==> src/rtl/mem_port_arbiter.sv <==
// Memory port arbiter: shares one external memory port between instruction fetch and
// load/store. Data has priority, stalls freeze the pipeline, and a timed-out access sets a sticky error.
module mem_port_arbiter #(
   parameter int WIDTH     = 24,
   parameter int ADDRWIDTH = 24,
   parameter int MAXWAIT   = 15
) (
   input  logic                 clk,
   input  logic                 rst_n,
   input  logic                 fetchReq,
   input  logic [ADDRWIDTH-1:0] fetchAddress,
   input  logic                 dataReadReq,
   input  logic                 dataWriteReq,
   input  logic [ADDRWIDTH-1:0] dataAddress,
   input  logic [WIDTH-1:0]     dataWriteData,
   input  logic                 memReady,
   input  logic [WIDTH-1:0]     memReadData,
   output logic                 memReq,
   output logic                 memWrite,
   output logic [ADDRWIDTH-1:0] memAddress,
   output logic [WIDTH-1:0]     memWriteData,
   output logic [WIDTH-1:0]     instructionF,
   output logic                 fetchValid,
   output logic [WIDTH-1:0]     readDataM,
   output logic                 dataValid,
   output logic                 fetchStall,
   output logic                 memStall,
   output logic                 memError
);

   localparam int CW = $clog2(MAXWAIT + 1);
   localparam logic [CW-1:0] WAIT_LAST = CW'(MAXWAIT - 1);
   localparam logic [CW-1:0] WAIT_FULL = CW'(MAXWAIT);

   typedef enum logic [2:0] {
      IDLE   = 3'd0,
      DATA   = 3'd1,
      FETCH  = 3'd2,
      DONE_D = 3'd3,
      DONE_F = 3'd4,
      ERR    = 3'd5
   } state_t;

   state_t        state_r;
   logic [CW-1:0] wait_cnt_r;
   logic          data_req_s;

   assign data_req_s = dataReadReq | dataWriteReq;

   // Freeze signals: a data access holds the whole pipeline until its completion pulse.
   assign memStall   = (data_req_s & ~dataValid) | (state_r == ERR);
   assign fetchStall = memStall | (fetchReq & ~fetchValid);

   // Access sequencer: launch, wait for memReady or timeout, pulse completion.
   always_ff @(posedge clk or negedge rst_n) begin
      if (!rst_n) begin
         state_r      <= IDLE;
         wait_cnt_r   <= '0;
         memReq       <= 1'b0;
         memWrite     <= 1'b0;
         memAddress   <= '0;
         memWriteData <= '0;
         instructionF <= '0;
         fetchValid   <= 1'b0;
         readDataM    <= '0;
         dataValid    <= 1'b0;
         memError     <= 1'b0;
      end else begin
         dataValid  <= 1'b0;
         fetchValid <= 1'b0;
         case (state_r)
            IDLE: begin
               if (data_req_s) begin
                  memAddress   <= dataAddress;
                  memWrite     <= dataWriteReq;
                  memWriteData <= dataWriteData;
                  memReq       <= 1'b1;
                  wait_cnt_r   <= '0;
                  state_r      <= DATA;
               end else if (fetchReq) begin
                  memAddress <= fetchAddress;
                  memWrite   <= 1'b0;
                  memReq     <= 1'b1;
                  wait_cnt_r <= '0;
                  state_r    <= FETCH;
               end else begin
                  state_r <= IDLE;
               end
            end
            DATA, FETCH: begin
               if (memReady) begin
                  memReq <= 1'b0;
                  if (state_r == DATA) begin
                     if (!memWrite) begin
                        readDataM <= memReadData;
                     end
                     dataValid <= 1'b1;
                     state_r   <= DONE_D;
                  end else begin
                     instructionF <= memReadData;
                     fetchValid   <= 1'b1;
                     state_r      <= DONE_F;
                  end
               end else if (wait_cnt_r == WAIT_LAST) begin
                  // This is the MAXWAIT-th unanswered cycle: give up on the access.
                  wait_cnt_r <= WAIT_FULL;
                  memReq     <= 1'b0;
                  memError   <= 1'b1;
                  state_r    <= ERR;
               end else begin
                  wait_cnt_r <= wait_cnt_r + {{(CW-1){1'b0}}, 1'b1};
               end
            end
            DONE_D, DONE_F: begin
               state_r <= IDLE;
            end
            ERR: begin
               state_r <= ERR;
            end
            default: begin
               memReq   <= 1'b0;
               memError <= 1'b1;
               state_r  <= ERR;
            end
         endcase
      end
   end

endmodule
==> config.mk <==
export PLATFORM = sky130hd
export DESIGN_NAME = mem_port_arbiter
export DESIGN_NICKNAME = d
export VERILOG_FILES = /design/src/rtl/mem_port_arbiter.sv
export SDC_FILE = /design/constraint.sdc
export NUM_CORES = 1
export LEC_CHECK = 0
export BUFFER_PORTS_ARGS = -buffer_cell sky130_fd_sc_hd__buf_2
export CAP_MARGIN = 20
export CORE_UTILIZATION = 45
export CTS_CLUSTER_DIAMETER = 200
export DETAILED_ROUTE_END_ITERATION = 10
export HOLD_SLACK_MARGIN = 0.05
export PLACE_DENSITY = 0.81
export SLEW_MARGIN = 10
export SYNTH_ARGS = -nofsm -noshare
export SYNTH_HDL_FRONTEND = slang
export SYNTH_SLANG_ARGS = --single-unit
==> constraint.sdc <==
create_clock -name clk -period 2.2 [get_ports clk]
set_input_delay 0 -clock clk [delete_from_list [all_inputs] [get_ports clk]]
set_output_delay 0 -clock clk [all_outputs]
set_load 0.05 [all_outputs]
# [Word-level counts from Yosys, hierarchy flattened]
# Cells that the tools add are included.
[totals] reg_bits=108 wordCells=76
[classes] reduce_logical=14 mux=29 addsub=1 bitwise=11 n_eq_ne=10
[op_table] operator="$mux W24" n=2
[op_table] operator="$mux W4" n=4
[op_table] operator="$mux W1" n=14
[op_table] operator="$reduce_and A3 Y1" n=4
[op_table] operator="$mux W3" n=3
[op_table] operator="$pmux W3 S3" n=1
[op_table] operator="$pmux W4 S2" n=1
[op_table] operator="$eq A3 B2 Y1 const B" n=2
[op_table] operator="$eq A3 B3 Y1 const B" n=2
[op_table] operator="$ne A3 B3 Y1 const B" n=2
[op_table] operator="$not A1 Y1" n=6
[op_table] operator="$add A4 B1 Y4 const B" n=1
[op_table] operator="$eq A4 B4 Y1 const B" n=1
[op_table] operator="$mux W2" n=2
[op_table] operator="$ne A2 B2 Y1 const B" n=2
[op_table] operator="$reduce_and A2 Y1" n=2
[op_table] operator="$reduce_and A4 Y1" n=1
[op_table] operator="$reduce_bool A2 Y1" n=2
[op_table] operator="$reduce_or A2 Y1" n=2
[op_table] operator="$reduce_or A4 Y1" n=1
[op_table] operator="$eq A3 B1 Y1 const B" n=1
[op_table] operator="$logic_not A3 Y1" n=1
[op_table] operator="$or A1 B1 Y1" n=3
[op_table] operator="$pmux W1 S3" n=1
[op_table] operator="other kinds (3)" n=4

# [Longest topological paths before layout]
[logic_depth] word_depth=4 depth_mapped=6

# [Least setup slack after synthesis]
# OpenSTA, ideal clock, no wires.
[synth_path] path_kind="reg2out" start="reg dataValid" end="out memStall" path_stages_with_launch=2 t_arrival_ns=1.734 setup_slack_ns=0.466 n_path_buf=0 path_cell_list="dfrtp_1 > o21ai_0"
[synth_via] elab_chain_cells=3
[synth_rtl] element="start: declaration" line="25" text="output logic dataValid,"
[synth_rtl] element="start signal: assignment" line="66" text="dataValid <= 1'b0;"
[synth_rtl] element="start signal: assignment" line="69" text="dataValid <= 1'b0;"
[synth_rtl] element="start signal: assignment" line="97" text="dataValid <= 1'b1;"
[synth_rtl] element="$not A1 Y1" line="51" text="assign memStall = (data_req_s & ~dataValid) | (state_r == ERR);"
[synth_rtl] element="$and A1 B1 Y1" line="51"
[synth_rtl] element="$or A1 B1 Y1" line="51"
[synth_rtl] element="end: declaration" line="27" text="output logic memStall,"
# No other way between the ends.

# [Final worst setup path]
[layout_path] start="in dataWriteReq" end="reg memAddress[15]"
[layout_via] elab_chain_cells=3 word_cells_on_any_way=4 cone_classes="1 x mux; 1 x bitwise; 2 x reduce/logical"
[layout_rtl] element="start: declaration" line="13" text="input logic dataWriteReq,"
[layout_rtl] element="$or A1 B1 Y1 (*)" line="48" text="assign data_req_s = dataReadReq | dataWriteReq;"
[layout_rtl] element="$reduce_bool A2 Y1 (no line)"
[layout_rtl] element="$reduce_and A2 Y1 (no line)"
[layout_rtl] element="end signal: assignment" line="74" text="memAddress <= dataAddress;"
[layout_rtl] element="end signal: assignment" line="81" text="memAddress <= fetchAddress;"
[layout_rtl] element="end: declaration" line="20" text="output logic [ADDRWIDTH-1:0] memAddress,"
# Mark *: on every way between the ends. The rest lies on a longest branch, timed or not.
# A chain may end at the register's enable or synchronous reset.

==> results.txt <==
The number of filler instances in the final layout came out at 657. The detailed router's first-iteration violation count came out at 150. In the routed design, unresolved DRC markers number 0.

Once the floorplan was initialized, standard cells occupied 46.70% of the core. The tree is rooted in a clkbuf_8. In this run, placement finished with an instance count of 660. The distinct cell type count after synthesis is 40. The flow ran to the end, and the final reports show no timing, DRC or antenna violations. TritonCTS built the clock tree. The pin slew with the least headroom to its limit came out at 0.6777 ns. The total wirelength of the detailed-routed design is 13,910 um. The floorplan has 36 rows. The worst pin sits at a relative slew slack of 54.82%. The maximum clock rate came out at 471.3 MHz.

The die span in x came out at 103.2 um. Power spread over the standard cell area amounts to 1624 nW/um2. The number of failing hold endpoints at the final stage is 0.

The average footprint of a synthesized cell is 13.67 um2. The height of the die came out at 103.2 um. The final clock period utilization by the worst path is 96.44%. The Yosys warning count came out at 0. The largest net degree at the start of global routing is 57.

The register clock-pin slew on the reported worst setup and hold paths is 0.11 ns. The number of gates given a new drive strength after cts is 0. The total nets after synthesis came out at 441. The number of setup buffers added after CTS came out at 0.

The worst setup path is of the primary input to flop kind. The detailed-routing iteration count for the pre-antenna-repair pass is 4. The placeable core region is 9864 um2. The most used standard cell by instance count after synthesis is dfrtp_1. The total routing resource utilization after global routing came out at 26.35%. The clock reaches the later pin of the worst-skew pair after 0.37 ns. The final cell utilization of the core is 70.52%. The area used by multi-input combinational logic came out at 1733 um2.

The tool flagged a number of max-cap violations equal to 0. The area growth from synthesis to final layout is 51.00%. The static leakage power came out at 3.315 nW. The die area came out at 10,650 um2. The worst-case IR drop observed on VDD is 1.118 mV. Summed over all layers, the global routing overflow is 0. The via count of the routed design is 4,048. At the end of routability-driven placement, the weighted congestion stood at 0.8347. STA classifies the critical path endpoint as a flop. The least setup slack across all paths after layout is 0.07841 ns. At the worst endpoint, the required time is 2.45 ns. The most used flip-flop cell after synthesis is dfrtp_1. In this run, synthesis inferred 0 flip-flops with an integrated enable. The combined area of all synthesized cells came out at 4607 um2.

The synthesized design spends more area on one cell type than any other, namely dfrtp_1. The share of synthesized area in the top cell type comes to 58.66%. The proportion of register bits with asynchronous set or reset after synthesis came out at 100.0%. For the final routed database, the setup TNS stands at 0 ns. The overall power consumption came out at 11.30 mW. Along the worst path, the maximum fanout reaches 20. The via count of the first global-routing pass is 4,303.

The detail route stage leaves a number of antenna-violating nets equal to 0. The hold buffer count at cts came out at 99. The time the worst path needs with I/O delays and setup is 2.122 ns. The number of endpoints failing setup at the final stage came out at 0. Registers take 2703 um2. The number of H-tree levels is 3. The number of antenna violations at the first check in global routing is 0. Data on the critical path arrives at its endpoint at 2.38 ns. For the final database, setup skew stands at 0.01444 ns. The number of buffers on the longest clock path is 2. The number of top-level pins came out at 205. Synthesis produced 337 cells. Using the TritonRoute via totals, the vias-per-cell ratio works out to 5.223. In the final routed layout, each cell accounts on average for 17.95 um. Sorting the synthesized cells by how often they occur yields 108 x dfrtp_1, 53 x a21oi_1, 51 x mux2_2. At the placement stage, the worst setup path has a slack of 0.3783 ns. In this run, CTS created clock tree buffers numbering 9. The register bit count reported by yosys came out at 108. The post-route netlist has 44.39% of its cells at a drive strength greater than 1.

The tightest min-delay check is of the primary input to flop type. The count of final max-slew check failures is 0. The post-synthesis sequential area ratio is 58.66%. After synthesis, the cell types taking the most area are dfrtp_1 59%, mux2_2 12%, a21oi_1 5.8%.

The placed wire-length estimate after detailed placement came out at 7940 um. Setup repair after global routing left no endpoint under its margin. The wire length of the first global-routing pass came out at 21,020 um. The count of inserted antenna diode cells came out at 0. In the final design database the tool counted 741 nets. The count of placed standard cells in the final layout, fillers left out came out at 775. The nature of the critical path startpoint is a primary input. Clock tree synthesis found a total of 108 sinks. The count of buffers inserted at the top-level ports is 204.
==> per-layer routing <==
metal  vias up  GRT usage [%]  part of all wire [%]
met2       211          46.46                    51
met3        52          5.780                   7.0
met1      1971          28.80                    37
met4         0          17.01                   4.3
met5         -              0                     0
li1       1814              -                     -
==> cells by family after synthesis <==
| group | count (synthesis) | synth area share [%] |
|---|---|---|
| mux | 97 | 23.03 |
| flops | 108 | 58.66 |
| simple gates | 26 | 4.291 |
| buf+inv | 29 | 3.720 |
| xor+xnor | 1 | 0.1901 |
| compound gates | 74 | 9.560 |
| fa+ha+maj | 2 | 0.5431 |
==> placed cells by master, fill, tap and decap left out, drive strengths merged, types with 3 or more instances in the layout <==
| cell type | count |
|---|---|
| a21oi | 53 |
| and2 | 3 |
| buf | 212 |
| clkbuf | 11 |
| clkinv | 3 |
| dfrtp | 108 |
| dlygate4sd3 | 99 |
| inv | 7 |
| mux2 | 72 |
| mux2i | 25 |
| nand2 | 3 |
| nand2b | 4 |
| nor2 | 3 |
| nor3 | 4 |
| o21ai | 5 |
==> area by class of cell <==
type	instances	area share, %
flip-flops and latches	108	38.85
repair buffers	311	30.36
multi-input cells	200	24.91
well taps	133	2.392
clock buffers	11	2.032
clock inverters	5	1.079
inverters	7	0.3777
==> through the flow <==
step                hold slack (ns)  area [um2]
floorplan                   -0.2956        4607
global placement            0.06660        5749
detailed placement          0.08122        5749
CTS                          0.1174        6957
global route                 0.1462        6957
finish                       0.1483        6957
==> report_power, final <==
part / leakage, nW / internal, mW / switching [mW]
clock network: 0.113 / 0.668 / 0.650
registers: 1.28 / 2.94 / 0.635
logic: 1.92 / 1.75 / 4.65
==> flip-flops by register name, indices dropped and copies added (netlist names) <==
| register | cells |
|---|---|
| dataValid | 1 |
| fetchValid | 1 |
| memError | 1 |
| memWriteData | 24 |
| state_r | 3 |
| memWrite | 1 |
| wait_cnt_r | 4 |
| instructionF | 24 |
| memAddress | 24 |
| memReq | 1 |
| readDataM | 24 |
==> worst paths after layout <==
kind,end,from,slack [ns],cells past startpoint
max in group asynchronous,instructionF[11]$_DFFE_PN0P_,rst_n,1.21,3
max reg2reg,readDataM[13]$_DFFE_PN0P_,state_r[2]$_DFFE_PN0P_,0.35,4
min,state_r[1]$_DFFE_PN0P_,dataReadReq,0.15,4
max,memAddress[15]$_DFFE_PN0P_,dataWriteReq,0.08,7
min in group asynchronous,memAddress[9]$_DFFE_PN0P_,rst_n,0.21,2
min reg2reg,memWriteData[16]$_DFFE_PN0P_,memWriteData[16]$_DFFE_PN0P_,0.50,1
==> worst max-delay path: stages <==
cell and delay (ns):
dlygate4sd3_1 0.54, buf_2 0.18, nor2_4 0.29, buf_4 0.40, mux2i_1 0.26, dlygate4sd3_1 0.61, a21oi_1 0.08
Power figures use the tool's default switching activity.
